--- config.mk ---
export PLATFORM = sky130hd
export DESIGN_NAME = disparity_readout
export DESIGN_NICKNAME = d
export VERILOG_FILES = /design/src/rtl/disparity_readout.sv
export SDC_FILE = /design/constraint.sdc
export NUM_CORES = 1
export LEC_CHECK = 0
export CORE_UTILIZATION = 58
export DETAILED_ROUTE_END_ITERATION = 12
export GPL_TIMING_DRIVEN = 0
export MAX_ROUTING_LAYER = met4
export PLACE_DENSITY = 0.8
export SLEW_MARGIN = 20
export SYNTH_ARGS = -nofsm -noshare
export SYNTH_HDL_FRONTEND = slang
export SYNTH_SLANG_ARGS = --single-unit
--- constraint.sdc ---
create_clock -name clk_100mhz -period 5.75 [get_ports clk_100mhz]
set_input_delay 0.575 -clock clk_100mhz [delete_from_list [all_inputs] [get_ports clk_100mhz]]
set_output_delay 0.575 -clock clk_100mhz [all_outputs]
set_load 0.02 [all_outputs]
--- src/rtl/disparity_readout.sv ---
// Reader for the stereo disparity result BRAM. After the matcher's frame-done
// pulse it takes the BRAM port, sweeps addresses row-major and streams scaled
// pixels out over valid/ready with end-of-line / end-of-frame tags. Read
// latency is absorbed by a small FIFO whose free space is tracked as credits.
module disparity_readout #(
  parameter int IMG_W       = 240,
  parameter int IMG_H       = 320,
  parameter int ADDR_W      = 17,
  parameter int RD_LATENCY  = 2,
  parameter int FIFO_DEPTH  = 4,
  parameter int SCALE_SHIFT = 0
) (
  input  logic              clk_100mhz,
  input  logic              sys_rst_n,
  input  logic              frame_done_in,
  output logic              reading_out,
  output logic [ADDR_W-1:0] ssd_addr_out,
  input  logic [7:0]        ssd_dout_in,
  output logic [7:0]        px_data_out,
  output logic              px_valid_out,
  input  logic              px_ready_in,
  output logic              px_eol_out,
  output logic              px_last_out,
  output logic              busy_out,
  output logic              overrun_out
);

  localparam int XW    = (IMG_W > 1) ? $clog2(IMG_W) : 1;
  localparam int YW    = (IMG_H > 1) ? $clog2(IMG_H) : 1;
  localparam int PTR_W = (FIFO_DEPTH > 1) ? $clog2(FIFO_DEPTH) : 1;
  localparam int CNT_W = $clog2(FIFO_DEPTH + RD_LATENCY + 2);
  localparam int ENT_W = 10;  // {last, eol, data[7:0]}

  localparam logic [XW-1:0]    X_MAX    = XW'(IMG_W - 1);
  localparam logic [YW-1:0]    Y_MAX    = YW'(IMG_H - 1);
  localparam logic [PTR_W-1:0] PTR_MAX  = PTR_W'(FIFO_DEPTH - 1);
  localparam logic [CNT_W-1:0] CNT_ZERO = {CNT_W{1'b0}};
  localparam logic [CNT_W-1:0] CNT_ONE  = CNT_W'(1);
  localparam logic [CNT_W-1:0] CNT_CAP  = CNT_W'(FIFO_DEPTH);

  typedef enum logic [1:0] {
    ST_IDLE   = 2'd0,
    ST_STREAM = 2'd1,
    ST_DRAIN  = 2'd2
  } state_t;

  // Left shift with saturation to the 8-bit pixel range.
  function automatic logic [7:0] scale_px(input logic [7:0] din);
    logic [15:0] tmp;
    tmp = {8'd0, din} << SCALE_SHIFT;
    if (tmp > 16'd255) begin
      scale_px = 8'd255;
    end else begin
      scale_px = tmp[7:0];
    end
  endfunction

  function automatic logic [PTR_W-1:0] ptr_inc(input logic [PTR_W-1:0] p);
    if (p == PTR_MAX) begin
      ptr_inc = {PTR_W{1'b0}};
    end else begin
      ptr_inc = p + PTR_W'(1);
    end
  endfunction

  state_t                  state_r, state_s;
  logic                    pending_r, pending_s, overrun_r, overrun_s;
  logic                    reading_r, busy_r, start_s;
  logic [XW-1:0]           x_r;
  logic [YW-1:0]           y_r;
  logic [ADDR_W-1:0]       addr_cnt_r, ssd_addr_r;
  logic                    iss_vld_r, iss_eol_r, iss_last_r;
  logic [RD_LATENCY-1:0]   dly_vld_r, dly_eol_r, dly_last_r;
  logic [ENT_W-1:0]        fifo_mem_r [FIFO_DEPTH];
  logic [PTR_W-1:0]        wr_ptr_r, rd_ptr_r;
  logic [CNT_W-1:0]        fifo_cnt_r, inflight_s;
  logic                    issue_s, push_s, pop_s, x_last_s, frame_last_s, drained_s;

  // Credit accounting and handshake decode from registered state only.
  always_comb begin
    inflight_s = CNT_W'(iss_vld_r);
    for (int i = 0; i < RD_LATENCY; i++) begin
      inflight_s = inflight_s + CNT_W'(dly_vld_r[i]);
    end
    issue_s      = (state_r == ST_STREAM) && ((fifo_cnt_r + inflight_s) < CNT_CAP);
    push_s       = dly_vld_r[RD_LATENCY-1];
    pop_s        = (fifo_cnt_r != CNT_ZERO) && px_ready_in;
    x_last_s     = (x_r == X_MAX);
    frame_last_s = x_last_s && (y_r == Y_MAX);
    drained_s    = (inflight_s == CNT_ZERO) &&
                   ((fifo_cnt_r == CNT_ZERO) || ((fifo_cnt_r == CNT_ONE) && pop_s));
  end

  // Next-state, frame queueing and overrun detection.
  always_comb begin
    state_s   = state_r;
    start_s   = 1'b0;
    pending_s = pending_r;
    overrun_s = overrun_r;
    case (state_r)
      ST_IDLE: begin
        if (frame_done_in) begin
          state_s = ST_STREAM;
          start_s = 1'b1;
        end else begin
          state_s = ST_IDLE;
        end
      end
      ST_STREAM: begin
        if (issue_s && frame_last_s) begin
          state_s = ST_DRAIN;
        end else begin
          state_s = ST_STREAM;
        end
      end
      ST_DRAIN: begin
        if (drained_s) begin
          // A pulse landing on the final transfer is treated as a queued frame.
          if (pending_r || frame_done_in) begin
            state_s = ST_STREAM;
            start_s = 1'b1;
          end else begin
            state_s = ST_IDLE;
          end
        end else begin
          state_s = ST_DRAIN;
        end
      end
      default: begin
        state_s = ST_IDLE;
      end
    endcase
    if (start_s) begin
      pending_s = 1'b0;
    end else begin
      pending_s = pending_r;
    end
    if ((state_r != ST_IDLE) && frame_done_in) begin
      if (pending_r) begin
        overrun_s = 1'b1;
      end else if (!start_s) begin
        pending_s = 1'b1;
      end else begin
        pending_s = 1'b0;
      end
    end else begin
      overrun_s = overrun_r;
    end
  end

  // Control state register; port ownership follows the next state.
  always_ff @(posedge clk_100mhz) begin
    if (!sys_rst_n) begin
      state_r   <= ST_IDLE;
      pending_r <= 1'b0;
      overrun_r <= 1'b0;
      reading_r <= 1'b0;
      busy_r    <= 1'b0;
    end else begin
      state_r   <= state_s;
      pending_r <= pending_s;
      overrun_r <= overrun_s;
      reading_r <= (state_s != ST_IDLE);
      busy_r    <= (state_s != ST_IDLE);
    end
  end

  // Raster counters and address issue; the address port holds between issues.
  always_ff @(posedge clk_100mhz) begin
    if (!sys_rst_n) begin
      x_r        <= {XW{1'b0}};
      y_r        <= {YW{1'b0}};
      addr_cnt_r <= {ADDR_W{1'b0}};
      ssd_addr_r <= {ADDR_W{1'b0}};
    end else if (start_s) begin
      x_r        <= {XW{1'b0}};
      y_r        <= {YW{1'b0}};
      addr_cnt_r <= {ADDR_W{1'b0}};
    end else if (issue_s) begin
      ssd_addr_r <= addr_cnt_r;
      addr_cnt_r <= addr_cnt_r + ADDR_W'(1);
      if (x_last_s) begin
        x_r <= {XW{1'b0}};
        y_r <= y_r + YW'(1);
      end else begin
        x_r <= x_r + XW'(1);
      end
    end else begin
      ssd_addr_r <= ssd_addr_r;
    end
  end

  // Issue flag with tags, then a RD_LATENCY-deep delay line marking read return.
  always_ff @(posedge clk_100mhz) begin
    if (!sys_rst_n) begin
      iss_vld_r  <= 1'b0;
      iss_eol_r  <= 1'b0;
      iss_last_r <= 1'b0;
      dly_vld_r  <= {RD_LATENCY{1'b0}};
      dly_eol_r  <= {RD_LATENCY{1'b0}};
      dly_last_r <= {RD_LATENCY{1'b0}};
    end else begin
      iss_vld_r     <= issue_s;
      iss_eol_r     <= x_last_s;
      iss_last_r    <= frame_last_s;
      dly_vld_r[0]  <= iss_vld_r;
      dly_eol_r[0]  <= iss_eol_r;
      dly_last_r[0] <= iss_last_r;
      for (int i = 1; i < RD_LATENCY; i++) begin
        dly_vld_r[i]  <= dly_vld_r[i-1];
        dly_eol_r[i]  <= dly_eol_r[i-1];
        dly_last_r[i] <= dly_last_r[i-1];
      end
    end
  end

  // Skid FIFO: storage is cleared on reset so the head reads zero when empty.
  always_ff @(posedge clk_100mhz) begin
    if (!sys_rst_n) begin
      for (int i = 0; i < FIFO_DEPTH; i++) begin
        fifo_mem_r[i] <= {ENT_W{1'b0}};
      end
      wr_ptr_r   <= {PTR_W{1'b0}};
      rd_ptr_r   <= {PTR_W{1'b0}};
      fifo_cnt_r <= CNT_ZERO;
    end else begin
      if (push_s) begin
        fifo_mem_r[wr_ptr_r] <= {dly_last_r[RD_LATENCY-1], dly_eol_r[RD_LATENCY-1],
                                 scale_px(ssd_dout_in)};
        wr_ptr_r             <= ptr_inc(wr_ptr_r);
      end else begin
        wr_ptr_r <= wr_ptr_r;
      end
      if (pop_s) begin
        rd_ptr_r <= ptr_inc(rd_ptr_r);
      end else begin
        rd_ptr_r <= rd_ptr_r;
      end
      case ({push_s, pop_s})
        2'b10:   fifo_cnt_r <= fifo_cnt_r + CNT_ONE;
        2'b01:   fifo_cnt_r <= fifo_cnt_r - CNT_ONE;
        default: fifo_cnt_r <= fifo_cnt_r;
      endcase
    end
  end

  assign reading_out  = reading_r;
  assign busy_out     = busy_r;
  assign overrun_out  = overrun_r;
  assign ssd_addr_out = ssd_addr_r;
  assign px_valid_out = (fifo_cnt_r != CNT_ZERO);
  assign px_data_out  = fifo_mem_r[rd_ptr_r][7:0];
  assign px_eol_out   = fifo_mem_r[rd_ptr_r][8];
  assign px_last_out  = fifo_mem_r[rd_ptr_r][9];

endmodule

# Yosys cells after proc, flatten, opt, wreduce, memory -nomap -nowiden
# Memory sizes are Yosys's and may differ from the RTL's. A register that Yosys moved wholly into a read port is not among the register bits.
# Cells that the tools add are included.
[word_totals]
register_bits = 72
latchBits = 0
mem_bits_rw = 40
romBits = 0
inputBits = 12
out_inout_bits = 31
wordCells = 91
n_memories = 1
[classes]
add_sub_neg = 10
n_mul = 0
n_div = 0
magnitude_cmp = 2
n_eq_ne = 9
n_shift = 0
mux = 29
n_bitwise = 2
n_reduce_logical = 21
[mem_list]
columns = ["name", "words", "word_bits", "read_ports", "rd_ports_with_merged_regs", "write_ports", "line", "source"]
rows = [
  ["fifo_mem_r", 4, 10, 1, 1, 4, "74", "logic [ENT_W-1:0] fifo_mem_r [FIFO_DEPTH];"],
]
[ops]
columns = ["operator", "n"]
rows = [
  ["$mux 8", 4],
  ["$add 17x1->17 const B", 1],
  ["$mux 1", 14],
  ["$mux 2", 7],
  ["$mux 10", 1],
  ["$reduce_or 10->1", 1],
  ["$add 9x1->9 const B", 1],
  ["$eq 9x9->1 const B", 1],
  ["$add 8x1->8 const B", 1],
  ["$eq 2x2->1 const B", 4],
  ["$eq 8x8->1 const B", 1],
  ["$gt 8x8->1 const B", 1],
  ["$logic_and 1x1->1", 7],
  ["$logic_not 3->1", 2],
  ["$pmux 2 s3", 1],
  ["$pmux 3 s2", 1],
  ["$reduce_and 2->1", 3],
  ["$reduce_bool 2->1", 3],
  ["$add 2x1->2 const B", 2],
  ["$eq 2x1->1 const B", 2],
  ["$add 2x1->3", 1],
  ["$add 3x1->3 const B", 1],
  ["$add 3x3->3", 1],
  ["$eq 3x1->1 const B", 1],
  ["9 further kinds", 11],
]

# Depth between registers and ports, before layout
[depth]
word_depth = 10
mapped_depth = 9
ltp_nobuf = 9

# Least setup slack after synthesis
# OpenSTA, ideal clock, no wires.
[synth_path]
path_type = "flip-flop to flip-flop"
from = "reg iss_vld_r"
to = "reg addr_cnt_r[15]"
setup_time_ns = 0.070
arrival_ns = 2.317
required_time_ns = 5.680
slack_ns = 3.363
stages_incl_launch_ff = 8
n_path_buf = 1
synth_period_minus_slack_ns = 2.387
cell_sequence = "dfxtp_1 -> fa_1 -> ha_1 -> a311oi_4 -> nor3_1 -> buf_2 -> or4_1 -> a21oi_1"
[synth_between]
elab_chain_len = 7
word_cells_on_any_way = 10
cone_classes = "3 x add/sub; 1 x order compare; 2 x mux; 4 x reduce/logical"
[synth_lines]
columns = ["item", "line", "source"]
rows = [
  ["start: declaration", "72", "logic iss_vld_r, iss_eol_r, iss_last_r;"],
  ["start signal: assignment", "203", "iss_vld_r <= issue_s;"],
  ["$add 1x1->2 *", "83", "inflight_s = inflight_s + CNT_W'(dly_vld_r[i]);"],
  ["$add 2x1->3 *", "83", ""],
  ["parallel branches: the longest is 5 deep, another holds $add 3x3->3", "-", ""],
  ["end signal: assignment", "173", "addr_cnt_r <= {ADDR_W{1'b0}};"],
  ["end signal: assignment", "178", "addr_cnt_r <= {ADDR_W{1'b0}};"],
  ["end signal: assignment", "181", "addr_cnt_r <= addr_cnt_r + ADDR_W'(1);"],
  ["end: declaration", "71", "logic [ADDR_W-1:0] addr_cnt_r, ssd_addr_r;"],
]
# Mark *: on every way between the ends.
# A chain may end at the register's enable or synchronous reset.

==> results.toml <==
[outcome]
status = "complete, no violations"

[logic_synthesis]
synth_top_family_by_area = "simple AND/OR/NAND/NOR gates"
syn-num-nets = 509
synthMuxAreaShare = 0.0501
synth-simple-area-share = 0.221
yosysTopAreaCell = "dfxtp_1"
synth.area.top_cells = "dfxtp_1 29%, edfxtp_1 24%, a21oi_1 4.9%"
synth_commonest_cells = "74 x dfxtp_1, 54 x nand2_1, 50 x a21oi_1, 40 x edfxtp_1, 39 x and2_1"
synth_area_per_cell_um2 = 10.5
synth_compound_area_frac = 0.126
netlist_area_mm2 = 0.00510
ys_seq_area_frac = 0.526
synth-seq-cells = 114
synth_flop_cell = "dfxtp_1"
synth_fa_ha_area_frac = 0.0309
async_reset_ff_frac = 0
synth.most_common_cell = "dfxtp_1"
yosys_warnings = 0
synth-edff-count = 40
yosysUniqueCellTypes = 51
synth-xor-area-share = 0.0103
synth.top_cell.area_share = 0.291
syn_inst = 485

[global_route]
grt_first_pass_wirelength_mm = 19.0
antenna_found_initial = 0
first_global_vias = 4055
grt_use_total = 0.286
grt_max_degree = 17
grt_overflow = 0

[placed_design]
place_inst = 631
portBuffers = 41
hpwl_mm = 7.73
place.gp.congestion = 0.815

[job]
cap_violations = 0

[clocking]
cts_hold_buf = 0
clk_latency_ps = 520
clock_path_buffers = 2
ctsResizeCount = 0
cts.htree.levels = 4
cts_tree = "done"
clock_sinks = 114
postCtsSetupBuffers = 0
cts_made_buffers = 17
cts.clk_slew.worst_paths_ps = 60
cts_root_buf = "clkbuf_8"

[hold_path]
worstHoldPathType = "flop to flop"

[critical_path]
slowest_stage = "clkdlybuf4s50_1"
worstSetupPathType = "flop to output port"
path_cells = "buf_1 -> mux4_2 -> clkdlybuf4s50_1"
crit_family = "buffers and inverters"
worst_setup_path_end_kind = "output port"
start_kind = "flop"
critPathRequiredTime_ps = 5180
crit_buf_inv = 2
max_stage_delay_ps = 570
critPathArrivalTime_ps = 2280
path_max_fanout = 10

[detailed_routing]
via_count = 4062
firstDrtPassIters = 5
wl_per_cell_um = 17.8
wirelength_mm = 11.8
drc = 0
vias_per_cell = 6.13
dr.first_iter.drc_count = 211
drtAntennaViolNets = 0

[sta]
setup_viol = 0
rsz0062_at_grt = "false"
hold_viol_final = 0
period_minus_slack_ps = 2860
finalClockSkew_ps = 9.35
maxSlewViolCount = 0
totalNegativeSetupSlack_ps = 0
worst_pin_slew_ps = 607
max_freq_ghz = 0.350
period_share = 0.497
relSlewSlack = 0.595

[die]
die_y_um = 95.7
dieArea_mm2 = 0.00917
coreArea_mm2 = 0.00834
io_pins = 43
start_util = 0.611
row_count = 33
die_w_um = 95.7

[final_layout]
nNetsFinal = 569
stdcell_count = 663
drive_above_1_share = 0.113
syn_to_final_growth_pct = 21.4
diodes = 0

[power]
p_per_area_mw_per_mm2 = 354
ir_drop_mv = 0.238
p_leak_nw = 2.13
## area by class of cell
type | instances | area [um^2]
timing repair buffer | 41 | 410
tap | 105 | 131
inverter | 8 | 30.0
clock inverter | 15 | 135
sequential | 114 | 2680
multi-input combinational | 331 | 2240
fill | 588 | 2150
buffer | 32 | 148
clock buffer | 17 | 414
## through the flow
| stage | setup slack, ps | util | cell area (um^2) | total power [W] | hold slack (ps) |
|---|---|---|---|---|---|
| 2_1_floorplan | 3360 | - | 5100 | 0.00112 | 412 |
| 3_5_place_dp | 3040 | 0.676 | 5640 | 0.00124 | 418 |
| 3_3_place_gp | 3070 | 0.676 | 5640 | 0.00122 | 415 |
| 4_1_cts | 2840 | 0.742 | 6190 | 0.00220 | 431 |
| 6_report | 2890 | 0.742 | 6190 | 0.00219 | 431 |
| 5_1_grt | 2790 | 0.742 | 6190 | 0.00226 | 454 |
## layer usage
metal	GRT usage	vias to the layer above	wire length, um
met3	0.0671	30	642
li1	-	1928	-
met1	0.291	1954	4620
met4	0.128	0	288
met2	0.520	150	6280
met5	-	-	0
## kinds of logic after synthesis
group | after synthesis
simple gates | 201
flops | 114
compound gates | 99
buf+inv | 40
mux | 13
fa+ha+maj | 12
xor+xnor | 6
## worst reg2reg max path, stage by stage, from the launching register on
cell and delay [ps]:
dfxtp_1 370, fa_1 400, ha_1 350, and4_2 290, o31ai_4 400, buf_2 290
buf_2 280, o31ai_1 140, a21oi_1 190
## where the power goes
group	internal, W	leakage [nW]	total (W)	switching (W)
Combinational	0.000144	0.864	0.000337	0.000193
Clock	0.000574	0.259	0.000965	0.000390
Sequential	0.000863	1.01	0.000887	0.0000242
Total	0.00158	2.13	0.00219	0.000607
## registers in the layout, indices dropped and copies added (netlist names), named ones only
signal and cells:
addr_cnt_r 17, busy_out 1, dly_eol_r 2, dly_last_r 2, dly_vld_r 2, fifo_cnt_r 3
fifo_mem_r 40, iss_eol_r 1, iss_last_r 1, iss_vld_r 1, overrun_out 1, pending_r 1
rd_ptr_r 2, ssd_addr_out 17, state_r 2, wr_ptr_r 2, x_r 8, y_r 9
## final timing paths
| path | startpoint | to | slack (ps) | depth (start not counted) |
|---|---|---|---|---|
| hold reg to reg | iss_last_r | dly_last_r[0] | 430 | 1 |
| hold / removal | iss_last_r | dly_last_r[0] | 430 | 1 |
| setup / recovery | flop | px_data_out[1] | 2890 | 3 |
| setup reg to reg | dly_vld_r[1] | y_r[3] | 2960 | 8 |
## cell usage in the layout (no fill, tap or decap), types with 10 or more instances in the layout
master,count
dfxtp_1,74
nand2_1,54
a21oi_1,50
clkdlybuf4s50_1,41
edfxtp_1,40
and2_1,39
nand3_1,20
or4_1,17
o31ai_1,17
clkbuf_16,16
clkbuf_1,15
buf_2,13
nor2_1,13
and3_1,12
ha_1,11
mux4_2,10
o21ai_0,10
(Power assumes the default switching activity.)
